$ cat config.mk
export PLATFORM = sky130hd
export DESIGN_NAME = accel_divider_flat
export DESIGN_NICKNAME = d
export VERILOG_FILES = /design/src/rtl/accel_divider_pkg.sv /design/src/rtl/accel_divider_if.sv /design/src/rtl/accel_divider_core.sv /design/src/rtl/accel_divider.sv /design/src/flat_wrapper.sv
export SDC_FILE = /design/constraint.sdc
export NUM_CORES = 1
export LEC_CHECK = 0
export ABC_AREA = 1
export BUFFER_PORTS_ARGS = -buffer_cell sky130_fd_sc_hd__buf_2
export CORE_MARGIN = 5
export CORE_UTILIZATION = 54
export CTS_CLUSTER_DIAMETER = 60
export DETAILED_ROUTE_END_ITERATION = 10
export PLACE_DENSITY = 0.78
export SLEW_MARGIN = 5
export SYNTH_ARGS = -nofsm -noshare
export SYNTH_HDL_FRONTEND = slang
export SYNTH_SLANG_ARGS = --single-unit
$ cat constraint.sdc
create_clock -name clk -period 1.9 [get_ports clk]
set_clock_uncertainty 0.05 [all_clocks]
set_input_delay 0.285 -clock clk [delete_from_list [all_inputs] [get_ports clk]]
set_output_delay 0.285 -clock clk [all_outputs]
set_load 0.1 [all_outputs]
$ cat src/rtl/accel_divider_pkg.sv
// Shared accelerator-port definitions: id width, per-accelerator ids,
// register width and the divider FSM state encoding.
package accel_divider_pkg;

  localparam int ACCEL_ID_WIDTH = 4;
  localparam int REG_WIDTH      = 16;

  localparam logic [ACCEL_ID_WIDTH-1:0] ACCEL_ID_DIVIDER = 4'd1;

  // State encodings are fixed so every accelerator FSM on the bus decodes alike.
  localparam logic [2:0] ACCEL_ST_IDLE     = 3'd0;
  localparam logic [2:0] ACCEL_ST_WAIT_OP2 = 3'd1;
  localparam logic [2:0] ACCEL_ST_BUSY     = 3'd2;
  localparam logic [2:0] ACCEL_ST_RES_A    = 3'd3;
  localparam logic [2:0] ACCEL_ST_RES_B    = 3'd4;

  typedef enum logic [2:0] {
    DIV_IDLE     = ACCEL_ST_IDLE,
    DIV_WAIT_DIV = ACCEL_ST_WAIT_OP2,
    DIV_BUSY     = ACCEL_ST_BUSY,
    DIV_RES_Q    = ACCEL_ST_RES_A,
    DIV_RES_R    = ACCEL_ST_RES_B
  } div_state_t;

endpackage

$ cat src/rtl/accel_divider_if.sv
// CPU accelerator port (WACC/RACC). The CPU is the master and the accelerator
// is the slave.
interface accel_divider_if #(parameter int WIDTH = accel_divider_pkg::REG_WIDTH);

  logic [accel_divider_pkg::ACCEL_ID_WIDTH-1:0] accel_id;
  logic                                         accel_can_read;
  logic                                         accel_can_write;
  logic                                         accel_read_enable;
  logic [WIDTH-1:0]                             accel_read_data;
  logic                                         accel_write_enable;
  logic [WIDTH-1:0]                             accel_write_data;

  modport master (
    output accel_id, accel_read_enable, accel_write_enable, accel_write_data,
    input  accel_can_read, accel_can_write, accel_read_data
  );

  modport slave (
    input  accel_id, accel_read_enable, accel_write_enable, accel_write_data,
    output accel_can_read, accel_can_write, accel_read_data
  );

endinterface

$ cat src/rtl/accel_divider_core.sv
// Restoring shift-subtract unsigned divider.
// It produces one quotient bit per cycle over exactly WIDTH cycles after start.
module accel_divider_core #(
  parameter int WIDTH = 16
) (
  input  logic             clk,
  input  logic             rst,
  input  logic             start,
  input  logic [WIDTH-1:0] dividend,
  input  logic [WIDTH-1:0] divisor,
  output logic [WIDTH-1:0] quotient,
  output logic [WIDTH-1:0] remainder,
  output logic             done
);

  localparam int CNT_W = (WIDTH > 1) ? $clog2(WIDTH) : 1;

  logic [WIDTH-1:0] dvd_shift;
  logic [WIDTH-1:0] divisor_reg;
  logic [WIDTH-1:0] quot;
  logic [WIDTH:0]   rem;
  logic [CNT_W-1:0] cnt;
  logic             busy;

  logic [WIDTH:0]   rem_shift;
  logic [WIDTH:0]   trial;
  logic             fits;

  // Bit WIDTH of the trial difference is the borrow, so a clear bit means the divisor fits.
  always_comb begin
    rem_shift = {rem[WIDTH-1:0], dvd_shift[WIDTH-1]};
    trial     = rem_shift - {1'b0, divisor_reg};
    fits      = ~trial[WIDTH];
  end

  always_ff @(posedge clk) begin
    if (rst) begin
      dvd_shift   <= '0;
      divisor_reg <= '0;
      quot        <= '0;
      rem         <= '0;
      cnt         <= '0;
      busy        <= 1'b0;
    end else if (start) begin
      dvd_shift   <= dividend;
      divisor_reg <= divisor;
      quot        <= '0;
      rem         <= '0;
      cnt         <= '0;
      busy        <= 1'b1;
    end else if (busy) begin
      dvd_shift <= {dvd_shift[WIDTH-2:0], 1'b0};
      quot      <= {quot[WIDTH-2:0], fits};
      rem       <= fits ? trial : rem_shift;
      cnt       <= cnt + 1'b1;
      if (cnt == CNT_W'(WIDTH - 1)) begin
        busy <= 1'b0;
      end
    end
  end

  assign done      = busy && (cnt == CNT_W'(WIDTH - 1));
  assign quotient  = quot;
  assign remainder = rem[WIDTH-1:0];

endmodule

$ cat src/rtl/accel_divider.sv
// Divider accelerator that responds on the shared accel bus.
// Define ACCEL_DIVIDER_SIGNED_EN to select two's-complement operands.
module accel_divider
  import accel_divider_pkg::*;
#(
  parameter logic [ACCEL_ID_WIDTH-1:0] ACCEL_ID = ACCEL_ID_DIVIDER,
  parameter int                        WIDTH    = REG_WIDTH
) (
  input  logic          clk,
  input  logic          rst,
  accel_divider_if.slave bus
);

  div_state_t       state;
  div_state_t       state_next;
  logic             sel;
  logic             can_write_int;
  logic             can_read_int;
  logic             core_start;
  logic             core_done;
  logic [WIDTH-1:0] dividend;
  logic [WIDTH-1:0] core_dividend;
  logic [WIDTH-1:0] core_divisor;
  logic [WIDTH-1:0] core_q;
  logic [WIDTH-1:0] core_r;
  logic [WIDTH-1:0] q_out;
  logic [WIDTH-1:0] r_out;
  logic [WIDTH-1:0] read_word;

  assign sel = (bus.accel_id == ACCEL_ID);

  always_ff @(posedge clk) begin
    if (rst) begin
      state <= DIV_IDLE;
    end else begin
      state <= state_next;
    end
  end

  // Handshake flags come from the state alone; enables only steer transitions.
  always_comb begin
    state_next    = state;
    can_write_int = 1'b0;
    can_read_int  = 1'b0;
    core_start    = 1'b0;
    case (state)
      DIV_IDLE: begin
        can_write_int = 1'b1;
        if (sel && bus.accel_write_enable) begin
          state_next = DIV_WAIT_DIV;
        end
      end
      DIV_WAIT_DIV: begin
        can_write_int = 1'b1;
        if (sel && bus.accel_write_enable) begin
          core_start = 1'b1;
          state_next = DIV_BUSY;
        end
      end
      DIV_BUSY: begin
        if (core_done) begin
          state_next = DIV_RES_Q;
        end
      end
      DIV_RES_Q: begin
        can_read_int = 1'b1;
        if (sel && bus.accel_read_enable) begin
          state_next = DIV_RES_R;
        end
      end
      DIV_RES_R: begin
        can_read_int = 1'b1;
        if (sel && bus.accel_read_enable) begin
          state_next = DIV_IDLE;
        end
      end
      default: begin
        state_next = DIV_IDLE;
      end
    endcase
  end

  always_ff @(posedge clk) begin
    if (rst) begin
      dividend <= '0;
    end else if (state == DIV_IDLE && sel && bus.accel_write_enable) begin
      dividend <= bus.accel_write_data;
    end
  end

`ifdef ACCEL_DIVIDER_SIGNED_EN
  logic divisor_neg;

  always_ff @(posedge clk) begin
    if (rst) begin
      divisor_neg <= 1'b0;
    end else if (core_start) begin
      divisor_neg <= bus.accel_write_data[WIDTH-1];
    end
  end

  // The core only sees magnitudes; the most negative value maps onto itself as unsigned.
  always_comb begin
    core_dividend = dividend[WIDTH-1] ? (~dividend + 1'b1) : dividend;
    core_divisor  = bus.accel_write_data[WIDTH-1] ?
                    (~bus.accel_write_data + 1'b1) : bus.accel_write_data;
    q_out = (dividend[WIDTH-1] ^ divisor_neg) ? (~core_q + 1'b1) : core_q;
    r_out = dividend[WIDTH-1] ? (~core_r + 1'b1) : core_r;
  end
`else
  always_comb begin
    core_dividend = dividend;
    core_divisor  = bus.accel_write_data;
    q_out         = core_q;
    r_out         = core_r;
  end
`endif

  accel_divider_core #(
    .WIDTH(WIDTH)
  ) u_core (
    .clk      (clk),
    .rst      (rst),
    .start    (core_start),
    .dividend (core_dividend),
    .divisor  (core_divisor),
    .quotient (core_q),
    .remainder(core_r),
    .done     (core_done)
  );

  always_comb begin
    read_word = '0;
    if (state == DIV_RES_Q) begin
      read_word = q_out;
    end else if (state == DIV_RES_R) begin
      read_word = r_out;
    end
  end

  // Every output is forced low when deselected so several accelerators can be OR-combined.
  assign bus.accel_can_write = sel & can_write_int;
  assign bus.accel_can_read  = sel & can_read_int;
  assign bus.accel_read_data = (sel && can_read_int) ? read_word : '0;

endmodule

$ cat src/flat_wrapper.sv
// flat-port wrapper written by rule: the top's interface ports become plain ports
module accel_divider_flat import accel_divider_pkg::*;
#(
  parameter logic [ACCEL_ID_WIDTH-1:0] ACCEL_ID = ACCEL_ID_DIVIDER,
  parameter int                        WIDTH    = REG_WIDTH
)
  (clk, rst, bus_accel_id, bus_accel_read_enable, bus_accel_write_enable, bus_accel_write_data, bus_accel_can_read, bus_accel_can_write, bus_accel_read_data);
  accel_divider_if #(.WIDTH(WIDTH)) bus_i ();
  input  logic clk;
  input  logic rst;
  input wire logic [$bits(bus_i.accel_id)-1:0] bus_accel_id;
  input wire logic [$bits(bus_i.accel_read_enable)-1:0] bus_accel_read_enable;
  input wire logic [$bits(bus_i.accel_write_enable)-1:0] bus_accel_write_enable;
  input wire logic [$bits(bus_i.accel_write_data)-1:0] bus_accel_write_data;
  output wire logic [$bits(bus_i.accel_can_read)-1:0] bus_accel_can_read;
  output wire logic [$bits(bus_i.accel_can_write)-1:0] bus_accel_can_write;
  output wire logic [$bits(bus_i.accel_read_data)-1:0] bus_accel_read_data;
  assign bus_i.accel_id = bus_accel_id;
  assign bus_i.accel_read_enable = bus_accel_read_enable;
  assign bus_i.accel_write_enable = bus_accel_write_enable;
  assign bus_i.accel_write_data = bus_accel_write_data;
  assign bus_accel_can_read = bus_i.accel_can_read;
  assign bus_accel_can_write = bus_i.accel_can_write;
  assign bus_accel_read_data = bus_i.accel_read_data;
  accel_divider #(.ACCEL_ID(ACCEL_ID), .WIDTH(WIDTH)) u_core (.clk(clk), .rst(rst), .bus(bus_i));
endmodule
==> impl_metrics.yaml, run 1 <==
timing:
  min_period_over_period_pct: 109
  fmaxAchievable_ghz: 0.481
  rsz0062_at_grt: "true"
  slew_headroom_pct: 71.8
  finalSetupViolCount: 35
  slew_violations: 0
  fin_ws_ns: -0.180
  worstMarginPinSlew_ns: 0.424
  min_period_ns: 2.08
  hold_viol_final: 0
global_route:
  track_usage_pct: 24.2
  grt_max_degree: 40
  grt_overflow_total: 0
  antenna_found_initial: 0
  grt_pass1_vias: 5063
  grt_pass1_wl_um: 22600
cells_and_area:
  layout_commonest_cell: "nand2_1"
  nFillCells: 631
  fin_area_mm2: 0.00683
  multiInputGateArea_mm2: 0.00319
  areaGrowthSynthToFinish_pct: 36.0
  drive_above_1_share_pct: 30.8
  nNetsFinal: 879
  utilization_pct: 74.6
  antenna_cells: 0
  seqCellArea_mm2: 0.00177
  final_cell_mix: "nand2_1, dfxtp_1, inv_1, buf_4, nor2_1"
yosys:
  postSynthAreaPerCell_um2: 6.80
  netlist_instances: 738
  synthesis.area_mm2: 0.00502
  synth_nets: 780
  ys.flop_type: "dfxtp_1"
  synth_edf_count: 0
  synthArstFlopShare_pct: 0
  ys_ff_latch: 88
  ys_warn_count: 0
  ys_types: 38
  yosysSeqAreaShare_pct: 35.1
worst_setup_path:
  cp.buffers_inverters: 3
  path_class: "flop to flop"
  crit_arrival_ns: 2.34
  start_kind: "flop"
  cpPeakStageDelay_ns: 0.34
  path_delay_family: "simple AND/OR/NAND/NOR gates"
  crit_path_max_fanout: 6
  cp-end-kind: "flop"
  worst_ep_required_time_ns: 2.16
  path_cells: "inv_2 > ha_4 > fa_2 > inv_1 > nand2_1 > nand2_2 > nand3_2 > nand2_2 > nand2_4 > nand2_4 > nand2_8 > nand2_8 > buf_6 > nand2_2 > nand2_1 > nand2_1 > a21oi_1"
  crit_slowest_cell: "fa_2"
pwr:
  peakVddDrop_mv: 0.589
  total_power_w: 0.00434
  p_per_area_mw_per_mm2: 636
  p_leak_nw: 2.73
route:
  vias: 5228
  firstDrtPassIters: 6
  routed_wl_um: 14200
  drt-initial-drc-count: 320
  routedWlPerCell_um: 14.9
  antenna_left: 0
  drc: 0
  viasPerCell: 5.49
floorplanning:
  rows: 35
  die_w_um: 106
  core_mm2: 0.00915
  die_h_um: 106
  die-area_mm2: 0.0113
  floorplan.initialDensity_pct: 54.8
  io-pin-count: 42
clock_network:
  clock-sinks: 88
  clkSlewWorstSetupHoldPaths_ns: 0.10
  htreeDepth: 3
  cts_buffers: 9
  clock-root-buffer: "clkbuf_8"
  cts_tree: "built"
  clk_path_buf_depth: 2
  clk_latency_ns: 0.37
flow_run:
  cap_violations: 0
placement:
  place_congestion: 0.986
  placed_area_mm2: 0.00619
  hpwlAfterDp_um: 9320
  port-buffer-count: 41
outcome:
  violations: "negative setup slack"
  status: "finished with violations"
worst_hold_path:
  min_path_type: "primary input to flop"
==> synth_stat cells, types with 9 or more instances <==
library cell  count  area share [%]
nand2_1         214              16
dfxtp_1          88              35
inv_1            86             6.4
a21oi_1          71             7.1
nor2_1           55             4.1
o21ai_0          42             4.2
nand3_1          40             4.0
ha_1             17             4.2
clkbuf_1         13            0.97
nand2_2          13             1.6
a31oi_1          12             1.5
a21oi_2          10             1.7
xor2_1            9             1.6
==> kinds of logic after synthesis <==
group	after synthesis	synth area share, %
DFF	88	35.1
adders and majority gates	18	4.64
xor gates and xnor gates	9	1.57
buffers and inverters	127	10.9
AOI/OAI and AO/OA	139	15.2
and+or+nand+nor	357	32.6
==> stage by stage <==
step           instances  hold WS, ns  worst slack [ns]  setup TNS (ns)
6_report             953        0.112            -0.180           -5.11
5_1_grt              953        0.112            -0.327           -9.07
4_1_cts              943        0.103            -0.166           -4.59
3_5_place_dp         919        0.395            -0.140           -1.62
3_3_place_gp         919        0.387           -0.0762          -0.879
2_1_floorplan        738        0.370            -0.747          -11.54
==> worst paths after layout <==
| check | start | to | slack (ns) | cells past startpoint |
|---|---|---|---|---|
| worst max-delay path | u_core.u_core.dvd_shift[15]$_SDFFE_PP0P_ | u_core.u_core.rem[13]$_SDFFE_PP0P_ | -0.18 | 17 |
| worst max register to register | u_core.u_core.dvd_shift[15]$_SDFFE_PP0P_ | u_core.u_core.rem[13]$_SDFFE_PP0P_ | -0.18 | 17 |
| worst min-delay path | bus_accel_write_data[9] | u_core.core_dividend[9]$_SDFFE_PP0P_ | 0.11 | 3 |
| worst min register to register | u_core.core_dividend[15]$_SDFFE_PP0P_ | u_core.u_core.dvd_shift[15]$_SDFFE_PP0P_ | 0.41 | 2 |
==> worst register-to-register path, delay by kind of cell (launching register included) <==
family	cells	cell delay, ns
DFF	1	0.33
adders and majority gates	2	0.49
buffers and inverters	3	0.23
and+or+nand+nor	11	0.80
AOI/OAI and AO/OA	1	0.12
==> area by class of cell <==
cell class	count	share of cell area, %
inverters	94	5.35
multi-input cells	525	46.8
repair buffers	118	17.1
well taps	111	2.03
flip-flops and latches	88	26.0
repair inverters	1	0.238
clock inverters	6	0.623
clock buffers	10	1.87
==> power by group <==
part	total (W)	internal (W)	leakage, nW	switching, W
clock network	0.00119	0.000481	0.0831	0.000711
logic	0.00121	0.000466	1.93	0.000742
registers	0.00194	0.00190	0.713	0.0000425
total	0.00434	0.00284	2.73	0.00150
==> metal layers <==
metal | up-vias | routed length, µm | GRT usage (%)
li1 | 2550 | - | -
met1 | 2435 | 5770 | 29.5
met2 | 180 | 6990 | 41.9
met3 | 63 | 765 | 2.73
met4 | 0 | 692 | 12.4
met5 | - | 0 | 0
==> timing repair <==
item / 4_1_cts / 5_1_grt
pin swaps: 19 / 24
gates cloned: 3 / 1
endpoints found under the hold margin: 0 / 0
hold buffers: 0 / 0
buffers inserted: 5 / 10
endpoints found under the setup margin: 35 / 81
gates resized for setup: 19 / 59
No activity file was read; power rests on OpenSTA's default activity.
==> inputs of run 2 (changes only) <==
--- a/config.mk
+++ b/config.mk
@@ -7,11 +7,12 @@
 export LEC_CHECK = 0
 export ABC_AREA = 1
 export BUFFER_PORTS_ARGS = -buffer_cell sky130_fd_sc_hd__buf_2
-export CORE_MARGIN = 5
+export CORE_MARGIN = 2
 export CORE_UTILIZATION = 54
 export CTS_CLUSTER_DIAMETER = 60
 export DETAILED_ROUTE_END_ITERATION = 10
-export PLACE_DENSITY = 0.78
+export GPL_ROUTABILITY_DRIVEN = 0
+export PLACE_DENSITY_LB_ADDON = 0.08
 export SLEW_MARGIN = 5
 export SYNTH_ARGS = -nofsm -noshare
 export SYNTH_HDL_FRONTEND = slang
==> impl_metrics.yaml, run 2 (synthesis gave the netlist of run 1 again) <==
timing:
  worstMarginPinSlew_ns: 0.407
  hold_viol_final: 0
  min_period_over_period_pct: 113
  slew_violations: 0
  finalSetupViolCount: 34
  rsz0062_at_grt: "true"
  fmaxAchievable_ghz: 0.466
  fin_ws_ns: -0.247
  min_period_ns: 2.15
  slew_headroom_pct: 72.8
  hold_ws_ns: 0.105
pwr:
  p_comb_share_pct: 26.1
  p_clk_share_pct: 32.0
  p_int_w: 0.00314
  p_seq_share_pct: 41.9
  p_sw_w: 0.00149
  peakVddDrop_mv: 0.607
  p_per_area_mw_per_mm2: 679
  swShare_pct: 32.3
  p_leak_nw: 2.75
cells_and_area:
  areaGrowthSynthToFinish_pct: 35.9
  antenna_cells: 0
  final_cell_mix: "nand2_1, dfxtp_1, inv_1, buf_4, nor2_1"
  drive_above_1_share_pct: 29.1
  nNetsFinal: 879
  layout_commonest_cell: "nand2_1"
  utilization_pct: 74.9
floorplanning:
  floorplan.initialDensity_pct: 55.1
  core_mm2: 0.00911
  rows: 35
  die_w_um: 100
  die-area_mm2: 0.0101
  die_h_um: 100
  io-pin-count: 42
clock_network:
  clkSlewWorstSetupHoldPaths_ns: 0.10
  htreeDepth: 3
  clk_path_buf_depth: 2
  clock-root-buffer: "clkbuf_8"
  clock-sinks: 88
  clk_latency_ns: 0.36
  cts_hold_buf: 0
  cts_tree: "built"
  cts_buffers: 9
global_route:
  grt_pass1_wl_um: 21600
  gr-usage-met3_pct: 3.20
  grt_overflow_total: 0
  use_met1_pct: 32.7
  grt_pass1_vias: 4747
  grt_use_met2_pct: 46.8
  antenna_found_initial: 0
  busiest_layer: "met2"
  track_usage_pct: 26.4
  grt_max_degree: 34
worst_hold_path:
  min_path_type: "primary input to flop"
  min_path_cells: 3
  hold_path_end: "u_core.core_dividend[11]$_SDFFE_PP0P_"
  hp-start: "bus_accel_write_data[11]"
placement:
  port-buffer-count: 41
  hpwlAfterDp_um: 9280
route:
  drc: 0
  routedWlPerCell_um: 14.1
  viasPerCell: 5.31
  vias: 5058
  drt-initial-drc-count: 252
  antenna_left: 0
  firstDrtPassIters: 5
  routed_wl_um: 13400
worst_setup_path:
  crit_arrival_ns: 2.36
  start_kind: "flop"
  cp-end-kind: "flop"
  reg2reg_slack_ns: -0.25
  r2r-start: "u_core.u_core.dvd_shift[15]$_SDFFE_PP0P_"
  crit_path_max_fanout: 7
  r2r_end: "u_core.u_core.rem[8]$_SDFFE_PP0P_"
  path_class: "flop to flop"
  ff2ff_path_depth: 16
  worst_ep_required_time_ns: 2.11
outcome:
  status: "finished with violations"
  violations: "negative setup slack"
flow_run:
  cap_violations: 0
## run 2: changes by cell type in the layout (fill, tap and decap cells not counted), moves of 2 or more
cell	change
o21ai_1	-3
dfxtp_1	+2
a21oi_1	+3
ha_1	+2
nand3_1	+4
buf_6	-3
bufinv_16	+2
dfxtp_2	-2
ha_4	-2
o21ai_0	+4
a21oi_2	-3
nand3_2	-4
inv_2	-2
## run 2: per-stage QoR
step / worst slack (ns) / cell area [µm²] / setup TNS, ns / power [W] / cells
after floorplan: -0.747 / 5270 / -11.54 / 0.00269 / 738
after global placement: -0.105 / 6210 / -1.22 / 0.00288 / 921
after detailed placement: -0.158 / 6210 / -2.26 / 0.00291 / 921
after CTS: -0.170 / 6600 / -4.87 / 0.00443 / 944
after global routing: -0.341 / 6820 / -9.52 / 0.00482 / 953
final: -0.247 / 6820 / -6.01 / 0.00463 / 953
## run 2: cell type report
class / count / area, µm²
multi-input combinational: 526 / 3120
fill: 681 / 2280
sequential: 88 / 1770
timing repair buffer: 117 / 1180
inverter: 94 / 368
tap: 111 / 139
clock buffer: 9 / 124
clock inverter: 7 / 101
timing repair inverter: 1 / 16.3
## run 2: power groups by stage
| stage | Combinational [W] | Sequential [W] | Clock (W) |
|---|---|---|---|
| after detailed placement | 0.000941 | 0.00197 | 0 |
| after floorplan | 0.000734 | 0.00196 | 0 |
| after global placement | 0.000914 | 0.00197 | 0 |
| after global routing | 0.00131 | 0.00195 | 0.00156 |
| final | 0.00121 | 0.00194 | 0.00148 |
| after CTS | 0.00101 | 0.00193 | 0.00149 |
## run 2: worst max-delay path: stages (launching register included)
cell     delay, ns
dfxtp_2       0.33
inv_2         0.04
ha_4          0.15
fa_2          0.35
inv_2         0.06
nand2_2       0.05
nand2_2       0.08
nand3_2       0.11
nand2_4       0.09
nand2_4       0.07
nand2_4       0.09
nand2_8       0.10
buf_4         0.16
nand2_4       0.09
nand2_2       0.08
nand3_2       0.08
a21oi_2       0.06
## run 2: worst max path at each step
stage	from	to	slack [ns]	cells after the start
2_1_floorplan	u_core.state[1]$_SDFFE_PP0P_	bus_accel_read_data[10]	-0.75	7
3_3_place_gp	u_core.u_core.dvd_shift[15]$_SDFFE_PP0P_	u_core.u_core.rem[12]$_SDFFE_PP0P_	-0.11	17
3_5_place_dp	u_core.u_core.dvd_shift[15]$_SDFFE_PP0P_	u_core.u_core.rem[6]$_SDFFE_PP0P_	-0.16	15
4_1_cts	u_core.state[0]$_SDFFE_PP0P_	bus_accel_read_data[5]	-0.17	8
5_1_grt	u_core.u_core.dvd_shift[15]$_SDFFE_PP0P_	u_core.u_core.rem[5]$_SDFFE_PP0P_	-0.34	15
6_report	u_core.u_core.dvd_shift[15]$_SDFFE_PP0P_	u_core.u_core.rem[8]$_SDFFE_PP0P_	-0.25	16
## run 2: repair_timing
action / in CTS / in global routing
gates resized for setup: 22 / 30
buffers inserted: 4 / 6
gates cloned: 3 / 3
pin swaps: 13 / 13
setup endpoints to repair: 35 / 76
## run 2: routing by layer
metal / up-vias / share of wire, %
li1: 2555 / -
met1: 2340 / 44
met2: 133 / 50
met3: 30 / 3.7
met4: 0 / 2.2
met5: - / 0
